<file path="config.mk">
export PLATFORM = sky130hd
export DESIGN_NAME = cdb_writeback_arbiter
export DESIGN_NICKNAME = d
export VERILOG_FILES = /design/src/rtl/cdb_writeback_arbiter.sv
export SDC_FILE = /design/constraint.sdc
export NUM_CORES = 1
export LEC_CHECK = 0
export CAP_MARGIN = 20
export CORE_ASPECT_RATIO = 0.8
export CORE_MARGIN = 3
export CORE_UTILIZATION = 58
export CTS_CLUSTER_SIZE = 20
export DETAILED_ROUTE_END_ITERATION = 6
export HOLD_SLACK_MARGIN = 0.15
export PLACE_DENSITY = 0.83
export SLEW_MARGIN = 5
export SYNTH_ARGS = -nofsm -noshare
export SYNTH_HDL_FRONTEND = slang
export SYNTH_SLANG_ARGS = --single-unit
</file>
<file path="constraint.sdc">
create_clock -name clk -period 8.4 [get_ports clk]
set_input_delay 1.68 -clock clk [delete_from_list [all_inputs] [get_ports clk]]
set_output_delay 1.68 -clock clk [all_outputs]
set_load 0.02 [all_outputs]
</file>
<file path="src/rtl/cdb_writeback_arbiter.sv">
// rtl/cdb_writeback_arbiter.sv - round-robin CDB writeback arbiter with register status table
module cdb_writeback_arbiter #(
  parameter int NSRC  = 3,
  parameter int TAG_W = 4
) (
  input  logic                  clk,
  input  logic                  rst,
  input  logic [NSRC-1:0]       src_valid,
  input  logic [NSRC*TAG_W-1:0] src_tag,
  input  logic [NSRC*5-1:0]     src_rd,
  input  logic [NSRC*32-1:0]    src_data,
  output logic [NSRC-1:0]       src_ready,
  input  logic                  issue_valid,
  input  logic [4:0]            issue_rd,
  input  logic [TAG_W-1:0]      issue_tag,
  input  logic [4:0]            look_addr1,
  input  logic [4:0]            look_addr2,
  output logic                  look_busy1,
  output logic                  look_busy2,
  output logic [TAG_W-1:0]      look_tag1,
  output logic [TAG_W-1:0]      look_tag2,
  output logic                  cdb_valid,
  output logic [TAG_W-1:0]      cdb_tag,
  output logic [31:0]           cdb_data,
  output logic                  reg_write,
  output logic [4:0]            reg_waddr,
  output logic [31:0]           reg_wdata
);

  localparam int PW = (NSRC > 1) ? $clog2(NSRC) : 1;

  logic [PW-1:0]             rr_ptr_q, rr_ptr_d;
  logic [31:0]               busy_q, busy_d;
  logic [31:0][TAG_W-1:0]    tag_q, tag_d;
  logic                      cdb_valid_q;
  logic [TAG_W-1:0]          cdb_tag_q;
  logic [31:0]               cdb_data_q;
  logic                      reg_write_q;
  logic [4:0]                reg_waddr_q;
  logic [31:0]               reg_wdata_q;

  logic [NSRC-1:0]           gnt;
  logic [PW-1:0]             gnt_idx;
  logic                      gnt_any;
  logic                      xfer;
  logic [TAG_W-1:0]          sel_tag;
  logic [4:0]                sel_rd;
  logic [31:0]               sel_data;
  logic                      iss_en;
  logic                      wr_ok;

  // Pick the first valid source at or after the round-robin pointer, wrapping cyclically.
  always_comb begin
    int idx;
    idx     = 0;
    gnt_any = 1'b0;
    gnt_idx = '0;
    for (int k = 0; k < NSRC; k++) begin
      idx = int'(rr_ptr_q) + k;
      if (idx >= NSRC) idx = idx - NSRC;
      if (!gnt_any && src_valid[idx]) begin
        gnt_any = 1'b1;
        gnt_idx = PW'(idx);
      end
    end
    gnt = gnt_any ? (NSRC'(1) << gnt_idx) : '0;
  end

  assign src_ready = rst ? '0 : gnt;
  assign xfer      = gnt_any && !rst;
  assign sel_tag   = src_tag[int'(gnt_idx)*TAG_W +: TAG_W];
  assign sel_rd    = src_rd[int'(gnt_idx)*5 +: 5];
  assign sel_data  = src_data[int'(gnt_idx)*32 +: 32];
  assign iss_en    = issue_valid && (issue_rd != 5'd0);

  // A writeback only retires the register if it is still the newest producer and no
  // rename to the same register lands on this edge.
  assign wr_ok = xfer && (sel_rd != 5'd0) && busy_q[sel_rd] && (tag_q[sel_rd] == sel_tag) &&
                 !(iss_en && (issue_rd == sel_rd));

  // Status table and pointer next state; issue is applied last so it wins a same-rd collision.
  always_comb begin
    busy_d   = busy_q;
    tag_d    = tag_q;
    rr_ptr_d = rr_ptr_q;
    if (wr_ok) busy_d[sel_rd] = 1'b0;
    if (iss_en) begin
      busy_d[issue_rd] = 1'b1;
      tag_d[issue_rd]  = issue_tag;
    end
    if (xfer) rr_ptr_d = (gnt_idx == PW'(NSRC - 1)) ? '0 : gnt_idx + 1'b1;
  end

  // State registers and registered broadcast / register-file write port.
  always_ff @(posedge clk) begin
    if (rst) begin
      rr_ptr_q    <= '0;
      busy_q      <= '0;
      tag_q       <= '0;
      cdb_valid_q <= 1'b0;
      cdb_tag_q   <= '0;
      cdb_data_q  <= '0;
      reg_write_q <= 1'b0;
      reg_waddr_q <= '0;
      reg_wdata_q <= '0;
    end else begin
      rr_ptr_q    <= rr_ptr_d;
      busy_q      <= busy_d;
      tag_q       <= tag_d;
      cdb_valid_q <= xfer;
      reg_write_q <= wr_ok;
      if (xfer) begin
        cdb_tag_q   <= sel_tag;
        cdb_data_q  <= sel_data;
        reg_waddr_q <= sel_rd;
        reg_wdata_q <= sel_data;
      end
    end
  end

  assign look_busy1 = (look_addr1 != 5'd0) && busy_q[look_addr1];
  assign look_busy2 = (look_addr2 != 5'd0) && busy_q[look_addr2];
  assign look_tag1  = tag_q[look_addr1];
  assign look_tag2  = tag_q[look_addr2];

  assign cdb_valid = cdb_valid_q;
  assign cdb_tag   = cdb_tag_q;
  assign cdb_data  = cdb_data_q;
  assign reg_write = reg_write_q;
  assign reg_waddr = reg_waddr_q;
  assign reg_wdata = reg_wdata_q;

endmodule

</file>
==> impl_metrics.json, run 1 <==
{
  "status": "completed",
  "yosys.area.top_type": "dfxtp_1",
  "die-height_um": 140,
  "endpoint_kind": "register",
  "syn_nets": 1624,
  "die_w_um": 174,
  "gp_congestion": 0.984,
  "path_cells": "clkdlybuf4s50_1 > or2_2 > o211ai_1 > a22o_1 > nand4_1 > nand3_2 > buf_4 > nand2_1 > a22oi_1 > o22ai_1 > or4b_1 > xor2_1 > buf_4 > or3_1 > o41a_1",
  "first_global_vias": 12326,
  "tns_ns": 0,
  "worstSetupPathType": "primary input to register",
  "ys_warn_count": 0,
  "dieArea_mm2": 0.0243,
  "multi_input_area_mm2": 0.00803,
  "met1Wirelength_um": 19100,
  "cts_tree": "yes",
  "drt_iter0_drc": 2398,
  "hold_path_class": "register to register",
  "htreeDepth": 1,
  "synth_top_area_share_pct": 31.3,
  "path_buf_inv": 3,
  "wl_per_cell_um": 26.3,
  "final_cell_mix": "clkdlybuf4s50_1 (230), nand2_1 (222), dfxtp_1 (204)",
  "slew_violations": 0,
  "irDropWorstVdd_mv": 0.303,
  "ys.flop_type": "dfxtp_1",
  "ant_nets": 0,
  "skew_ns": 0.0192,
  "ff_latch_area_mm2": 0.00408,
  "grt_usage_pct": 40.0,
  "cpPeakStageDelay_ns": 0.74,
  "grt-ovfl-total": 0,
  "syn_to_final_growth_pct": 21.9,
  "clkLatencyLatePin_ns": 0.52,
  "p_leak_nw": 5.34,
  "fin_nets": 1746,
  "hold_buffers": 0,
  "arrival_ns": 7.73,
  "synthArstFlopShare_pct": 0,
  "final_common_cell": "clkdlybuf4s50_1",
  "fmaxAchievable_mhz": 136,
  "rows": 48,
  "tightest_slew_ns": 1.10,
  "worstSetupStartpointType": "primary input",
  "slew_headroom_pct": 25.8,
  "firstDrtPassIters": 7,
  "cts_root_buf": "clkbuf_16",
  "finalInstanceArea_mm2": 0.0159,
  "crit_top_cell": "buf_4",
  "numCtsBuffers": 22,
  "post-cts-setup-buffer-count": 0,
  "synth_area_leaders": "dfxtp_1 (31%), mux4_2 (17%), a21oi_1 (6.4%), nand2_1 (6.4%), mux2i_1 (6.2%)",
  "top_layer_used": "met5",
  "viasPerCell": 7.04,
  "avgSynthCellArea_um2": 8.87,
  "syn_inst": 1472,
  "crit_required_ns": 8.80,
  "path_max_fanout": 20,
  "cp_slowest_cell": "nand3_2",
  "place_area_mm2": 0.0152,
  "cts_buffer_depth": 3,
  "path_delay_family": "simple AND/OR/NAND/NOR gates",
  "setup_viol": 0,
  "antenna_found_initial": 4,
  "grt_max_degree": 101,
  "io_buffer_count": 235,
  "grt_pass1_wl_um": 76300,
  "ys_types": 64,
  "hold_viol": 0,
  "num_io_pins": 236,
  "ys_seq_area_share_pct": 31.3,
  "wirelength_um": 50300,
  "diodes": 0,
  "start_util_pct": 59.7,
  "fin_crit_ns": 7.33,
  "cts.sinks": 204,
  "layout_worst_path_cycle_share_pct": 87.3,
  "met3_length_um": 7760,
  "synthesis.area_mm2": 0.0131,
  "drive_above_1_share_pct": 13.2,
  "cts_resized": 0,
  "rsz0062_at_grt": "no",
  "synth_edf_count": 0,
  "ys_ff_latch": 204,
  "cts.clk_slew.worst_paths_ns": 0.07,
  "core-area_mm2": 0.0219,
  "num-fill-cells": 1669,
  "max_cap_violations": 0,
  "dr_wl_met2_um": 21400,
  "drc": 0,
  "vias": 13431,
  "dp_hpwl_um": 35900,
  "p_per_area_mw_per_mm2": 358
}
==> Yosys cell counts, drive strengths merged, types with 2 or more instances <==
| cell type | n |
|---|---|
| a222oi | 8 |
| o32ai | 5 |
| nand2b | 22 |
| nand2 | 223 |
| or4b | 2 |
| a22o | 5 |
| nand4b | 2 |
| and3 | 2 |
| o2111ai | 20 |
| or3 | 4 |
| a221oi | 10 |
| or2 | 3 |
| a22oi | 46 |
| nand3b | 4 |
| clkbuf | 90 |
| ha | 4 |
| xor2 | 2 |
| mux4 | 98 |
| nor4 | 18 |
| mux2i | 81 |
| o21ai | 41 |
| xnor2 | 4 |
| a211oi | 2 |
| o2111a | 2 |
| o22ai | 23 |
| nor2b | 7 |
| o21a | 3 |
| nand3 | 72 |
| a21o | 4 |
| nand4 | 8 |
| dfxtp | 204 |
| nor3 | 16 |
| o211ai | 4 |
| inv | 13 |
| o41a | 16 |
| nor2 | 104 |
| a32oi | 8 |
| and2 | 15 |
| buf | 84 |
| a21oi | 168 |
| mux2 | 13 |
==> sequential cells by signal, summed over array words and instances, names as in the netlist <==
name / cells
reg_wdata: 32
busy_q: 31
cdb_tag: 4
tag_q: 128
reg_write: 1
reg_waddr: 5
cdb_valid: 1
rr_ptr_q: 2
==> cells by family (layout without fill, tap and decap cells) <==
family | count (synthesis) | after routing | synth area share, %
and+or+nand+nor | 506 | 506 | 17.8
AOI/OAI and AO/OA | 373 | 373 | 18.6
DFF | 204 | 204 | 31.3
muxes | 192 | 192 | 24.2
buffers and inverters | 187 | 324 | 7.31
xor gates and xnor gates | 6 | 6 | 0.403
adders and majority gates | 4 | 4 | 0.384
==> where the power goes <==
part | leakage [nW] | internal (mW) | switching [mW] | total (mW)
combinational | 3.32 | 1.12 | 2.44 | 3.55
sequential | 1.65 | 1.05 | 0.0632 | 1.11
clock | 0.371 | 0.598 | 0.423 | 1.02
==> metrics by stage <==
stage / setup slack [ns] / instances / hold WS (ns) / total power [mW] / utilization [%]
detailed placement: 0.839 / 1870 / 0.442 / 4.53 / 69.4
global placement: 1.01 / 1869 / 0.435 / 4.48 / 69.3
CTS: 1.36 / 1909 / 0.463 / 5.55 / 72.8
global route: 0.934 / 1909 / 0.499 / 5.89 / 72.8
finish: 1.07 / 1909 / 0.459 / 5.69 / 72.8
floorplan: 2.98 / 1472 / 0.451 / 3.56 / -
==> metal layers <==
layer | global-route usage [%] | vias to the layer above
met5 | 0 | -
met4 | 11.4 | 8
met3 | 13.7 | 191
met2 | 58.2 | 1141
met1 | 56.9 | 6392
li1 | - | 5699
==> tightest hold or removal path: cells and delay by family, from the launching register on <==
kind / cells / cell delay (ns)
DFF: 1 / 0.33
and+or+nand+nor: 1 / 0.04
AOI/OAI and AO/OA: 1 / 0.05
==> final cells by class <==
| class | count | area share, % |
|---|---|---|
| sequential | 204 | 25.7 |
| tap | 300 | 2.36 |
| multi-input combinational | 1081 | 50.5 |
| clock buffer | 29 | 4.01 |
| clock inverter | 10 | 0.692 |
| timing repair buffer | 272 | 16.5 |
| inverter | 13 | 0.307 |
==> path summary, 6_finish.rpt <==
check                                   from          to  slack [ns]  depth (start not counted)
worst min-delay path              cdb_tag[3]  cdb_tag[3]        0.46                          2
worst min register to register    cdb_tag[3]  cdb_tag[3]        0.46                          2
worst max register to register   rr_ptr_q[0]  busy_q[18]        1.96                         16
worst max-delay path            src_valid[0]  busy_q[18]        1.07                         15
No activity file was read; power rests on OpenSTA's default activity.
==> run 2, diff against run 1 <==
--- a/config.mk
+++ b/config.mk
@@ -5,6 +5,7 @@
 export SDC_FILE = /design/constraint.sdc
 export NUM_CORES = 1
 export LEC_CHECK = 0
+export ABC_AREA = 0
 export CAP_MARGIN = 20
 export CORE_ASPECT_RATIO = 0.8
 export CORE_MARGIN = 3
==> results of run 2 <==
The final DEF is identical to that of run 1; final timing and power are the same.
